### src/rtl/fifo_stream_pkg.sv
// Shared definitions for the FIFO read-side stream adapter.
//   DATA_W_DEFAULT      default entry width
//   MIN_PREFETCH_DEPTH  smallest buffer that sustains one beat per cycle
//                       at a 1-cycle FIFO read latency
//   data_t              default-width data word
//   lvl_w()             width needed to hold an occupancy of 0..depth
package fifo_stream_pkg;

    localparam int DATA_W_DEFAULT     = 32;
    localparam int MIN_PREFETCH_DEPTH = 3;

    typedef logic [DATA_W_DEFAULT-1:0] data_t;

    function automatic int lvl_w(input int depth);
        return $clog2(depth + 1);
    endfunction

endpackage

### src/rtl/fifo_rd_stream_adapter_rd_prefetch_buf.sv
// Circular register buffer feeding the stream output.
//   clk, rst         clock, synchronous active-high reset
//   clear            drop all contents and rewind indices
//   push, push_data  write one entry at the tail
//   pop              retire the head entry
//   head_data        entry at the read index
//   count            number of stored entries
module rd_prefetch_buf
    import fifo_stream_pkg::*;
#(
    parameter int DATA_WIDTH = DATA_W_DEFAULT,
    parameter int BUF_DEPTH  = 3,
    localparam int LVL_W     = lvl_w(BUF_DEPTH)
) (
    input  logic                  clk,
    input  logic                  rst,
    input  logic                  clear,
    input  logic                  push,
    input  logic [DATA_WIDTH-1:0] push_data,
    input  logic                  pop,
    output logic [DATA_WIDTH-1:0] head_data,
    output logic [LVL_W-1:0]      count
);

    localparam int IDX_W = $clog2(BUF_DEPTH);
    localparam logic [IDX_W-1:0] LAST_IDX = IDX_W'(BUF_DEPTH - 1);
    localparam logic [LVL_W-1:0] FULL_LVL = LVL_W'(BUF_DEPTH);

    logic [DATA_WIDTH-1:0] mem [BUF_DEPTH];
    logic [IDX_W-1:0]      rd_idx;
    logic [IDX_W-1:0]      wr_idx;

    // Depth need not be a power of two, so wrap explicitly.
    function automatic logic [IDX_W-1:0] wrap_inc(input logic [IDX_W-1:0] idx);
        return (idx == LAST_IDX) ? '0 : idx + 1'b1;
    endfunction

    always_ff @(posedge clk) begin
        if (rst || clear) begin
            rd_idx <= '0;
            wr_idx <= '0;
            count  <= '0;
        end else begin
            if (push) wr_idx <= wrap_inc(wr_idx);
            if (pop)  rd_idx <= wrap_inc(rd_idx);
            case ({push, pop})
                2'b10:   count <= count + 1'b1;
                2'b01:   count <= count - 1'b1;
                default: count <= count;
            endcase
        end
    end

    always_ff @(posedge clk) begin
        if (push && !rst && !clear) mem[wr_idx] <= push_data;
    end

    assign head_data = mem[rd_idx];

    a_no_overflow : assert property (@(posedge clk) disable iff (rst)
        !(push && !pop && count == FULL_LVL));

endmodule

### src/rtl/fifo_rd_stream_adapter.sv
// Turns the async FIFO read port (rd_en / empty / data one cycle later) into
// a valid/ready stream with a small prefetch buffer. Reads are issued only
// from registered occupancy, so m_ready never reaches fifo_rd_en.
//   rd_clk, rd_rst    clock, synchronous active-high reset
//   fifo_rd_en        read request to the FIFO
//   fifo_rd_empty     FIFO empty flag
//   fifo_rd_data      FIFO data, valid the cycle after an accepted read
//   m_valid, m_ready  stream handshake
//   m_data            stream data (head of buffer)
//   flush             discard buffered and in-flight data
//   buf_level         buffered entries, not counting the in-flight read
module fifo_rd_stream_adapter
    import fifo_stream_pkg::*;
#(
    parameter int DATA_WIDTH = DATA_W_DEFAULT,
    parameter int BUF_DEPTH  = 3,
    localparam int LVL_W     = lvl_w(BUF_DEPTH)
) (
    input  logic                  rd_clk,
    input  logic                  rd_rst,
    output logic                  fifo_rd_en,
    input  logic                  fifo_rd_empty,
    input  logic [DATA_WIDTH-1:0] fifo_rd_data,
    output logic                  m_valid,
    input  logic                  m_ready,
    output logic [DATA_WIDTH-1:0] m_data,
    input  logic                  flush,
    output logic [LVL_W-1:0]      buf_level
);

    generate
        if (BUF_DEPTH < MIN_PREFETCH_DEPTH) begin : g_depth_check
            $error("BUF_DEPTH too small to sustain one beat per cycle");
        end
    endgenerate

    localparam logic [LVL_W:0] DEPTH_LIM = BUF_DEPTH[LVL_W:0];

    logic             inflight;
    logic [LVL_W-1:0] count;
    logic [LVL_W:0]   occupancy;
    logic             push;
    logic             pop;

    // The in-flight word already owns a slot, so reserve it before reading.
    assign occupancy  = {1'b0, count} + {{LVL_W{1'b0}}, inflight};
    assign fifo_rd_en = !rd_rst && !flush && !fifo_rd_empty && (occupancy < DEPTH_LIM);

    // A word landing during a flush belongs to the discarded stream.
    assign push    = inflight && !flush;
    assign m_valid = (count != '0);
    assign pop     = m_valid && m_ready;

    always_ff @(posedge rd_clk) begin
        if (rd_rst) inflight <= 1'b0;
        else        inflight <= fifo_rd_en;
    end

    rd_prefetch_buf #(
        .DATA_WIDTH (DATA_WIDTH),
        .BUF_DEPTH  (BUF_DEPTH)
    ) u_buf (
        .clk       (rd_clk),
        .rst       (rd_rst),
        .clear     (flush),
        .push      (push),
        .push_data (fifo_rd_data),
        .pop       (pop),
        .head_data (m_data),
        .count     (count)
    );

    assign buf_level = count;

endmodule

### config.mk
export PLATFORM = sky130hd
export DESIGN_NAME = fifo_rd_stream_adapter
export DESIGN_NICKNAME = d
export VERILOG_FILES = /design/src/rtl/fifo_stream_pkg.sv /design/src/rtl/fifo_rd_stream_adapter_rd_prefetch_buf.sv /design/src/rtl/fifo_rd_stream_adapter.sv
export SDC_FILE = /design/constraint.sdc
export NUM_CORES = 1
export LEC_CHECK = 0
export ABC_AREA = 1
export CAP_MARGIN = 20
export CORE_UTILIZATION = 40
export CTS_CLUSTER_DIAMETER = 40
export CTS_CLUSTER_SIZE = 14
export DETAILED_ROUTE_END_ITERATION = 10
export PLACE_DENSITY_LB_ADDON = 0.15
export SLEW_MARGIN = 40
export SYNTH_ARGS = -nofsm -noshare
export SYNTH_HDL_FRONTEND = slang
export SYNTH_SLANG_ARGS = --single-unit
export TNS_END_PERCENT = 30
### constraint.sdc
create_clock -name rd_clk -period 9.7 [get_ports rd_clk]
set_clock_uncertainty 0.1 [all_clocks]
set_input_delay 1.94 -clock rd_clk [delete_from_list [all_inputs] [get_ports rd_clk]]
set_output_delay 1.94 -clock rd_clk [all_outputs]
set_load 0.1 [all_outputs]
==> flow_metrics.env <==
export IMPL_pwr_share_clk=0.306
export IMPL_setup_viol=0
export IMPL_routabilityCongestion=0.757
export IMPL_port_buffer_count=72
export IMPL_finalMaxSlewViolations=0
export IMPL_antenna_found_initial=0
export IMPL_wl_per_cell_um=15.4
export IMPL_peakVddDrop_mv=0.0627
export IMPL_critPathSlowestCell="clkdlybuf4s50_1"
export IMPL_synth_compound_area_frac=0.0880
export IMPL_grt_setup_unrepaired="no"
export IMPL_cts_hold_buf=0
export IMPL_clock_latency_ns=0.35
export IMPL_max_freq_mhz=190
export IMPL_grt_met1_usage=0.204
export IMPL_synthTopCellsByArea="edfxtp_1, a21oi_1, dfxtp_1"
export IMPL_syn_nets=339
export IMPL_pwr_share_seq=0.631
export IMPL_grt_busiest_layer="met2"
export IMPL_synth_warnings=0
export IMPL_drv_cap=0
export IMPL_crit_arrival_ns=3.23
export IMPL_worstPathMaxFanout=7
export IMPL_post_route_period_util=0.544
export IMPL_via_per_inst=4.80
export IMPL_setup_worst_path_class="primary input to output port"
export IMPL_drt_iter0_markers=87
export IMPL_ant_nets=0
export IMPL_dp_hpwl_um=4800
export IMPL_yosysSeqAreaShare=0.764
export IMPL_crit_required_ns=7.66
export IMPL_initial_core_util=0.412
export IMPL_hold_viol=0
export IMPL_h_tree_depth=3
export IMPL_grt_pass1_wl_um=12200
export IMPL_endpoint_kind="output port"
export IMPL_crit_chain="clkdlybuf4s50_1, nor2_2, and3_1, buf_2"
export IMPL_cts_tree="yes"
export IMPL_cts_path_max_buffers=2
export IMPL_die_h_um=102
export IMPL_hold_path_class="register to register"
export IMPL_overflow=0
export IMPL_detail_route_first_pass_iterations=4
export IMPL_grt_use_total=0.161
export IMPL_cts_resized=0
export IMPL_grt_max_degree=33
export IMPL_yosys_area_top_type_share=0.719
export IMPL_core_area_sq_um=9730
export IMPL_muxShareOfSynthArea=0
export IMPL_io_pins=73
export IMPL_cts_made_buffers=9
export IMPL_synth_top_family_by_area="simple AND/OR/NAND/NOR gates"
export IMPL_p_switching_mw=0.177
export IMPL_die_area_sq_um=10400
export IMPL_startpoint_type="primary input"
export IMPL_power_leakage_nw=1.77
export IMPL_cts_sinks=105
export IMPL_syn_inst=299
export IMPL_power_density_nw_per_um2=161
export IMPL_drc=0
export IMPL_synth_flop_cell="edfxtp_1"
export IMPL_wirelength_um=7870
export IMPL_use_met3=0.0356
export IMPL_num_antenna_cells=0
export IMPL_die_x_um=102
export IMPL_cp_num_buf_inv=2
export IMPL_clk_pin_slew_ns=0.11
export IMPL_cts_root_buf="clkbuf_8"
export IMPL_swShare=0.225
export IMPL_p_int_mw=0.609
export IMPL_slew_headroom=0.621
export IMPL_status="finished, final reports clean"
export IMPL_setup_tns_ns=0
export IMPL_critPathMaxStageDelay_ns=0.44
export IMPL_async_flop_share=0
export IMPL_r2r_setup_slack_ns=7.57
export IMPL_syn_area_per_cell_sq_um=13.4
export IMPL_postPlaceCellArea_sq_um=4710
export IMPL_synthAdderAreaFrac=0.00937
export IMPL_pwr_share_comb=0.063
export IMPL_yosys_register_bits=105
export IMPL_synthToLayoutAreaGrowth_pct=22.0
export IMPL_fin_area_sq_um=4890
export IMPL_tightest_slew_ns=0.567
export IMPL_vias=2458
export IMPL_ys_types=20
export IMPL_synth_edf_count=96
export IMPL_post_cts_setup_buffer_count=0
export IMPL_rows=36
export IMPL_synth_area_sq_um=4010
export IMPL_path_delay_family="buffers and inverters"
export IMPL_synth_simple_area_share=0.0921
export IMPL_yosysTopAreaCell="edfxtp_1"
export IMPL_finalCriticalPeriod_ns=5.27
export IMPL_layout_nets=414
export IMPL_grt_use_met2=0.270
export IMPL_grt_pass1_vias=2408
export IMPL_synth_xor_area_share=0
export IMPL_drive_above_1_share=0.174
## worst register-to-register path: cells and delay by family (launching register included)
family / cells / cell delay [ns]
buffers and inverters: 2 / 0.49
DFF: 1 / 0.35
and+or+nand+nor: 3 / 0.84
## sequential cells by signal (all words and copies together) (netlist names), named ones only
name	cells
u_buf.mem	96
u_buf.count	2
u_buf.rd_idx	2
u_buf.wr_idx	2
inflight	1
## synthesized netlist by cell type, types with 2 or more instances
| cell | count |
|---|---|
| o22ai_1 | 2 |
| nor2_1 | 46 |
| a21oi_1 | 65 |
| inv_1 | 9 |
| dfxtp_1 | 9 |
| buf_6 | 6 |
| edfxtp_1 | 96 |
| and3_1 | 2 |
| buf_4 | 8 |
| nand2_1 | 41 |
| nand2_2 | 2 |
| o21ai_0 | 3 |
| ha_1 | 3 |
## final timing paths
| kind | startpoint | endpoint | depth (start not counted) |
|---|---|---|---|
| setup reg to reg | inflight | u_buf.mem[2][11] | 5 |
| hold reg to reg | u_buf.rd_idx[1] | u_buf.rd_idx[1] | 2 |
| setup / recovery | flush | fifo_rd_en | 4 |
| hold / removal | u_buf.rd_idx[1] | u_buf.rd_idx[1] | 2 |
## power groups by stage
stage | Combinational, mW | Clock [mW] | Sequential (mW)
final | 0.0495 | 0.240 | 0.496
after floorplan | 0.0254 | 0 | 0.507
after global routing | 0.0522 | 0.269 | 0.496
after detailed placement | 0.0498 | 0 | 0.506
after CTS | 0.0499 | 0.248 | 0.496
after global placement | 0.0506 | 0 | 0.506
## metal layers
layer,vias up,wire length [um],part of all wire
met5,-,0,0
li1,1214,-,-
met4,0,65,0.0083
met1,1178,3620,0.46
met2,60,3840,0.49
met3,6,348,0.044
## through the flow
step	cells	setup WS, ns	utilization	power (mW)	hold slack [ns]
floorplan	299	4.75	-	0.532	0.382
global placement	493	3.77	0.494	0.557	0.402
detailed placement	496	4.43	0.484	0.556	0.409
CTS	512	4.42	0.502	0.794	0.424
global route	512	4.35	0.503	0.817	0.483
finish	512	4.43	0.503	0.785	0.419
## cell families (layout without fill, tap and decap cells)
kind of cell / after synthesis / after routing
flip-flops: 105 / 105
AND/OR/NAND/NOR: 94 / 94
AO/OA/AOI/OAI: 70 / 70
buffers and inverters: 27 / 107
adder cells (fa/ha/maj): 3 / 3
## area by class of cell
type	instances	area (sq um)
clock buffers	11	131
clock inverters	5	40.0
fillers	877	4840
inverters	13	57.6
multi-input cells	167	786
flip-flops and latches	105	3060
well taps	133	166
repair buffers	78	646
## cell usage in the layout, fill, tap and decap left out, drive strengths merged
cell / count
a21oi: 65
and3: 2
buf: 42
clkbuf: 11
clkdlybuf4s50: 36
clkinv: 5
dfxtp: 9
edfxtp: 96
ha: 3
inv: 13
nand2: 43
nand4: 1
nor2: 47
nor3: 1
o21ai: 3
o22ai: 2
Power figures use the tool's default switching activity.
